`src/rtl/sync_fifo.sv`:
```
// sync_fifo: single-clock FIFO with exact fill count, programmable almost-full/almost-empty,
// standard or first-word-fall-through read, synchronous flush and sticky error flags.
//
// Parameters:
//   data_size        word width in bits
//   addr_size        address width; depth = 2**addr_size
//   almost_full_th   almost_full when fill_count >= this (1..depth)
//   almost_empty_th  almost_empty when fill_count <= this (0..depth-1)
//   fwft             0 = registered read, 1 = first-word-fall-through
//
// Ports:
//   clk, rst_n       clock, asynchronous active-low reset
//   write_en/data    push request and data
//   read_en          pop request (fwft: acknowledge of the presented head word)
//   flush            synchronous empty command; suppresses concurrent push/pop
//   clear_err        synchronous clear of overflow/underflow (a new set wins)
//   read_data/valid  popped or head word and its qualifier
//   fifo_full/empty, almost_full/empty  decodes of the registered fill_count
//   fill_count       words stored, 0..depth
//   overflow         sticky: write attempted while full
//   underflow        sticky: read attempted while empty
module sync_fifo #(
    parameter int data_size       = 8,
    parameter int addr_size       = 3,
    parameter int almost_full_th  = 6,
    parameter int almost_empty_th = 1,
    parameter int fwft            = 0
) (
    input  logic                 clk,
    input  logic                 rst_n,
    input  logic                 write_en,
    input  logic [data_size-1:0] write_data,
    input  logic                 read_en,
    input  logic                 flush,
    input  logic                 clear_err,
    output logic [data_size-1:0] read_data,
    output logic                 read_valid,
    output logic                 fifo_full,
    output logic                 fifo_empty,
    output logic                 almost_full,
    output logic                 almost_empty,
    output logic [addr_size:0]   fill_count,
    output logic                 overflow,
    output logic                 underflow
);
    localparam int CW = addr_size + 1;
    localparam logic [CW-1:0] DEPTH = CW'(1 << addr_size);
    localparam logic [CW-1:0] AF_TH = CW'(almost_full_th);
    localparam logic [CW-1:0] AE_TH = CW'(almost_empty_th);

    logic [data_size-1:0] mem_q [0:(1<<addr_size)-1];
    logic [addr_size-1:0] wr_ptr_q, wr_ptr_d, rd_ptr_q, rd_ptr_d;
    logic [CW-1:0]        cnt_q, cnt_d;
    logic [data_size-1:0] rdata_q, rdata_d;
    logic                 rvalid_q, rvalid_d, ovf_q, ovf_d, udf_q, udf_d;
    logic                 wr_acc, rd_acc;

    always_comb begin
        fifo_full    = cnt_q == DEPTH;
        fifo_empty   = cnt_q == '0;
        almost_full  = cnt_q >= AF_TH;
        almost_empty = cnt_q <= AE_TH;
        fill_count   = cnt_q;
        overflow     = ovf_q;
        underflow    = udf_q;
        wr_acc       = write_en && !fifo_full && !flush;
        rd_acc       = read_en && !fifo_empty && !flush;
        wr_ptr_d     = flush ? '0 : wr_acc ? wr_ptr_q + addr_size'(1) : wr_ptr_q;
        rd_ptr_d     = flush ? '0 : rd_acc ? rd_ptr_q + addr_size'(1) : rd_ptr_q;
        // push and pop together leave the count unchanged
        cnt_d        = flush ? '0 : (wr_acc != rd_acc) ? (wr_acc ? cnt_q + CW'(1) : cnt_q - CW'(1)) : cnt_q;
        rdata_d      = rd_acc ? mem_q[rd_ptr_q] : rdata_q;
        rvalid_d     = rd_acc;
        ovf_d        = (write_en && fifo_full && !flush) || (ovf_q && !clear_err);
        udf_d        = (read_en && fifo_empty && !flush) || (udf_q && !clear_err);
        // fwft head is forced to zero while empty so reset shows a defined word
        read_data    = (fwft != 0) ? (fifo_empty ? '0 : mem_q[rd_ptr_q]) : rdata_q;
        read_valid   = (fwft != 0) ? !fifo_empty : rvalid_q;
    end

    always_ff @(posedge clk or negedge rst_n) begin
        if (!rst_n) begin
            wr_ptr_q <= '0;
            rd_ptr_q <= '0;
            cnt_q    <= '0;
            rdata_q  <= '0;
            rvalid_q <= 1'b0;
            ovf_q    <= 1'b0;
            udf_q    <= 1'b0;
        end else begin
            wr_ptr_q <= wr_ptr_d;
            rd_ptr_q <= rd_ptr_d;
            cnt_q    <= cnt_d;
            rdata_q  <= rdata_d;
            rvalid_q <= rvalid_d;
            ovf_q    <= ovf_d;
            udf_q    <= udf_d;
        end
    end

    always_ff @(posedge clk) begin
        if (wr_acc) mem_q[wr_ptr_q] <= write_data;
    end
endmodule

```
`config.mk`:
```
export PLATFORM = sky130hd
export DESIGN_NAME = sync_fifo
export DESIGN_NICKNAME = d
export VERILOG_FILES = /design/src/rtl/sync_fifo.sv
export SDC_FILE = /design/constraint.sdc
export NUM_CORES = 1
export LEC_CHECK = 0
export CAP_MARGIN = 20
export CORE_ASPECT_RATIO = 0.7
export CORE_MARGIN = 5
export CORE_UTILIZATION = 30
export CTS_BUF_LIST = sky130_fd_sc_hd__clkbuf_8 sky130_fd_sc_hd__clkbuf_16
export DETAILED_ROUTE_END_ITERATION = 8
export GPL_ROUTABILITY_DRIVEN = 0
export PLACE_DENSITY_LB_ADDON = 0.3
export SYNTH_ARGS = -nofsm -noshare
export SYNTH_HDL_FRONTEND = slang
export SYNTH_SLANG_ARGS = --single-unit
```
`constraint.sdc`:
```
create_clock -name clk -period 2.6 [get_ports clk]
set_input_delay 0.52 -clock clk [delete_from_list [all_inputs] [get_ports clk]]
set_output_delay 0.52 -clock clk [all_outputs]
set_load 0.05 [all_outputs]
```
; ---- Yosys cells after proc, flatten, opt, wreduce, memory -nomap -nowiden
; Memory sizes are Yosys's and may differ from the RTL's. A register that Yosys moved wholly into a read port is not among the register bits.
; Cells that the tools add are included.
[word_totals]
ramBits = 64
inputBits = 14
output_inout_bits = 19
word_cells = 45
reg_bits = 13
mem_count = 1
[classes]
magnitude_cmp = 2
muxes = 9
addsub = 4
reduce_logical = 21
n_eq_ne = 2
[mem_list]
columns = memory, depth, width, read_ports, rd_ports_with_merged_regs, wr, line
row1 = mem_q, 8, 8, 1, 1, 1, 51  ; logic [data_size-1:0] mem_q [0:(1<<addr_size)-1];
[op_table]
columns = operator, count
row1 = two-way mux 3 bit, 4
row2 = two-way mux 4 bit, 3
row3 = logical AND 1 bit, 10
row4 = "adder 3 x 1 -> 3 bit, second input constant", 2
row5 = nonzero test 2 bit, 3
row6 = zero test 1 bit, 5
row7 = "adder 4 x 1 -> 4 bit, second input constant", 1
row8 = "equality test 4 bit, second input constant", 1
row9 = "greater-or-equal comparator 4 x 3 -> 1 bit, second input constant", 1
row10 = "less-or-equal comparator 4 x 1 -> 1 bit, second input constant", 1
row11 = zero test 4 bit, 1
row12 = "subtractor 4 x 1 -> 4 bit, second input constant", 1
row13 = logical OR 1 bit, 2
row14 = two-way mux 1 bit, 2
row15 = != test 1 bit, 1

; ---- Logic depth before layout (Yosys ltp)
[logic_depth]
ltp_word = 7
ltp_mapped = 7
mapped_depth_nobuf = 7

; ---- Worst setup path before layout
; No wires, ideal clock.
[synth_path]
kind = reg-to-output
from = reg cnt_q[0], in the netlist fill_count[0]
to = out almost_empty
path_slack_ns = 0.004
stages_incl_launch_ff = 5
arrival_time_ns = 2.076
path_buffers = 0
path_cell_list = dfrtp_1 inv_1 ha_1 nor2_1 nor3_1
[synth_via]
elab_chain_cells = 1
[synth_rtl]
columns = item, line
row1 = from (decl), 53  ; logic [CW-1:0] cnt_q, cnt_d;
row2 = from (signal assigned), 93  ; cnt_q <= cnt_d;
row3 = less-or-equal comparator 4 x 1 -> 1 bit, 62  ; almost_empty = cnt_q <= AE_TH;
row4 = to (decl), 41  ; output logic almost_empty,
; Every way passes these cells.

; ---- Worst setup path after layout
[layout_path]
from = reg cnt_q[1], in the netlist fill_count[1]
to = out fifo_empty
[layout_via]
elab_chain_cells = 1
[layout_rtl]
columns = item, line
row1 = zero test 4 bit, 60  ; fifo_empty = cnt_q == '0;
row2 = to (decl), 39  ; output logic fifo_empty,
; Every way passes these cells.

==> results.json <==
{
  "finalSetupViolations": 0,
  "tightestPinTransition_ps": 744,
  "critical_path_start": "fill_count[1]$_DFFE_PN0P_",
  "first_global_vias": 2138,
  "synthesis.nets": 266,
  "share_of_the_synthesized_area_in_the_top_cell_type_pct": 52.3,
  "irDropWorstVdd_mv": 0.677,
  "final_period_minus_worst_setup_slack_ps": 2390,
  "worst_skew_pair.late_latency_ps": 330,
  "reg2reg_end": "fill_count[2]$_DFFE_PN0P_",
  "clock_path_buffers": 2,
  "post_synthesis_sequential_area_ratio_pct": 66.6,
  "grt_residual_overflow": 0,
  "fin_crit_sh_pct": 92.1,
  "power-per-cell-area_nw_per_um2": 1100,
  "fin_worst_skew_ps": 8.46,
  "number_of_clock_buffers_inserted_by_tritoncts": 9,
  "power.static_leakage_nw": 1.69,
  "outcome": "completed",
  "clk_root_buffer_cell": "sky130_fd_sc_hd__clkbuf_16",
  "layout-area-overhead-vs-synth_pct": 24.3,
  "detailedRoute.firstPassIterationCount": 4,
  "holdBufCountCts": 0,
  "grt_setup_unrepaired": "false",
  "numPortBuffers": 32,
  "preCtsSetupSlack_ps": 308,
  "max_clock_freq_ghz": 0.418,
  "worst_setup_path_endpoint": "fifo_empty",
  "cts_tree": "built",
  "htree_num_levels": 3,
  "top_cells_by_area_synth": "sky130_fd_sc_hd__edfxtp_1 (52%), sky130_fd_sc_hd__dfrtp_1 (14%), sky130_fd_sc_hd__mux2i_1 (8.7%)",
  "synth_area_per_cell_um2": 15.0,
  "critical_path.reg2reg.startpoint": "fill_count[1]$_DFFE_PN0P_",
  "syn-cell-area_um2": 3680,
  "via_density_per_instance": 4.70,
  "max_slew_margin_pct": 50.2,
  "dr_total_vias": 2139,
  "worst_r2r_path_depth": 8,
  "ff2ff_setup_slack_ps": 430,
  "detailed_place_hpwl_um": 5140,
  "fin_tns_setup_ps": 0,
  "floorplan.rows": 33,
  "grt_util_all_layers_pct": 11.2,
  "timing.critical_path.arrival_ps": 1870,
  "insertedDiodeCount": 0,
  "critical_path.endpoint_type": "output port",
  "first_pass_grt_wire_length_um": 12200,
  "floorplan.die.width_um": 142,
  "layout-drive-gt1-share_pct": 18.8,
  "total_length_of_routed_wires_um": 7710,
  "routed_wire_length_per_instance_um": 17.0,
  "slew_violations": 0,
  "final.setup.worst_slack_ps": 205,
  "grt_antenna_before_repair": 0,
  "initial_utilization_pct": 31.0,
  "worstSetupPathType": "reg -> out",
  "cts.reportedPaths.clkPinSlew_ps": 60,
  "min_path_type": "reg -> reg",
  "design.die.area_um2": 14600,
  "required_ps": 2080,
  "final-hold-violation-count": 0,
  "grt_start_max_net_pins": 22,
  "path_max_fanout": 8,
  "cts_setup_buffers": 0,
  "die_height_um": 103,
  "nFillCells": 1088,
  "core_um2": 11900,
  "ys.warnings.count": 0,
  "ys_ff_latch": 85,
  "final_nets": 314,
  "clock-sinks": 85,
  "drt_iter0_markers": 71,
  "ys_types": 46,
  "floorplan.io_pins": 33,
  "max-cap-violations": 0,
  "drcViolationCount": 0,
  "setup.worst_path.start_class": "flip-flop",
  "yosys.area.top_type": "sky130_fd_sc_hd__edfxtp_1",
  "number_of_standard_cells_after_synthesis": 245,
  "min-delay-start": "read_data[6]$_DFFE_PN0P_",
  "detail-route-antenna-nets": 0
}
==> cell usage in the layout (no fill, tap or decap), types with 3 or more instances in the layout <==
cell	netlist	layout
sky130_fd_sc_hd__nand2b_1	4	4
sky130_fd_sc_hd__nor2_1	12	12
sky130_fd_sc_hd__nand2_1	10	10
sky130_fd_sc_hd__inv_1	8	9
sky130_fd_sc_hd__xor2_1	3	3
sky130_fd_sc_hd__nor3_1	4	4
sky130_fd_sc_hd__buf_4	2	21
sky130_fd_sc_hd__mux2_2	8	8
sky130_fd_sc_hd__ha_1	7	7
sky130_fd_sc_hd__clkbuf_16	0	10
sky130_fd_sc_hd__a221oi_1	8	8
sky130_fd_sc_hd__clkdlybuf4s50_1	0	28
sky130_fd_sc_hd__a22o_1	8	8
sky130_fd_sc_hd__mux2i_1	32	32
sky130_fd_sc_hd__dfrtp_1	21	20
sky130_fd_sc_hd__edfxtp_1	64	64
sky130_fd_sc_hd__nand4_1	3	3
sky130_fd_sc_hd__nand3_1	5	5
sky130_fd_sc_hd__a21oi_1	6	6
==> final cells by class <==
class | instances | area (µm²) | share of cell area (%)
Timing Repair Buffer | 51 | 470 | 10.3
Tap cell | 157 | 196 | 4.30
Clock buffer | 12 | 278 | 6.08
Inverter | 8 | 30.0 | 0.657
Sequential cell | 85 | 2450 | 53.6
Multi-Input combinational cell | 138 | 1130 | 24.7
Clock inverter | 4 | 20.0 | 0.438
==> cell usage after synthesis (all sizes together) <==
library cell	instances
o21ai	3
or2b	1
a32o	1
mux2	9
a311oi	1
o311a	1
xor2	3
a211oi	1
nand4	3
mux2i	32
o2bb2ai	2
a21oi	6
nor2b	2
inv	8
nand3b	1
o211a	1
or4	1
nor2	13
edfxtp	64
nor3	4
ha	7
and2	1
a2111o	1
buf	9
and2b	1
nor4b	1
o22ai	1
nand2	10
a22o	8
or3b	1
xnor2	1
a221oi	8
dfrtp	21
nand2b	4
nand3	5
a21o	2
and4	1
clkbuf	5
nand4b	1
==> how the worst min path moves through the flow <==
| stage | slack (ps) | cells past startpoint | end |
|---|---|---|---|
| 3_5_place_dp | 490 | 1 | overflow$_DFF_PN0_ |
| 5_1_grt | 540 | 1 | read_data[5]$_DFFE_PN0P_ |
| 6_report | 500 | 1 | read_data[6]$_DFFE_PN0P_ |
| 3_3_place_gp | 480 | 1 | underflow$_DFF_PN0_ |
| 2_1_floorplan | 220 | 0 | fill_count[0]$_DFFE_PN0P_ |
| 4_1_cts | 510 | 1 | read_data[6]$_DFFE_PN0P_ |
==> stage by stage <==
step	area (µm²)	hold WS, ps	util (%)	total power, mW	instances
CTS	4570	509	38.5	5.07	455
global placement	4270	481	36.0	3.79	439
global route	4570	537	38.6	5.29	455
finish	4570	504	38.6	5.03	455
floorplan	3680	224	-	3.22	245
detailed placement	4270	495	36.0	3.82	439
==> where the power goes <==
group          internal [mW]  total, mW  switching [mW]
sequential              1.62       1.83           0.208
clock                  0.751       1.24           0.493
combinational          0.817       1.96            1.14
total                   3.19       5.03            1.84
==> metal layers <==
layer	wire, µm	vias up	GRT usage (%)
li1	-	1029	-
met1	3920	1069	16.3
met2	3390	36	15.9
met3	353	5	3.99
met4	52	0	3.07
met5	0	-	0
==> logic make-up (layout without fill, tap and decap cells) <==
group	after synthesis	count (layout)	share of synthesized area (%)
fa+ha+maj	7	7	2.38
xor+xnor	4	4	0.953
compound gates	36	36	8.20
flops	85	85	66.6
buf+inv	22	75	2.82
simple gates	50	50	7.52
mux	41	41	11.6
==> what timing repair did <==
item                       4_1_cts  5_1_grt
setup endpoints to repair        0        2
hold endpoints to repair         0        0
resized for setup                0        2
==> worst max-delay path, cell delays in order (launching register included) <==
cell	delay [ps]
sky130_fd_sc_hd__dfrtp_1	470
sky130_fd_sc_hd__inv_1	140
sky130_fd_sc_hd__ha_1	190
sky130_fd_sc_hd__or3b_4	440
sky130_fd_sc_hd__inv_1	150
sky130_fd_sc_hd__buf_12	150
==> state kept, by name, indices dropped and copies added, names as in the netlist <==
| signal | count |
|---|---|
| underflow | 1 |
| read_valid | 1 |
| read_data | 8 |
| wr_ptr_q | 3 |
| rd_ptr_q | 3 |
| overflow | 1 |
| fill_count | 4 |
| mem_q | 64 |
(Power assumes the default switching activity.)
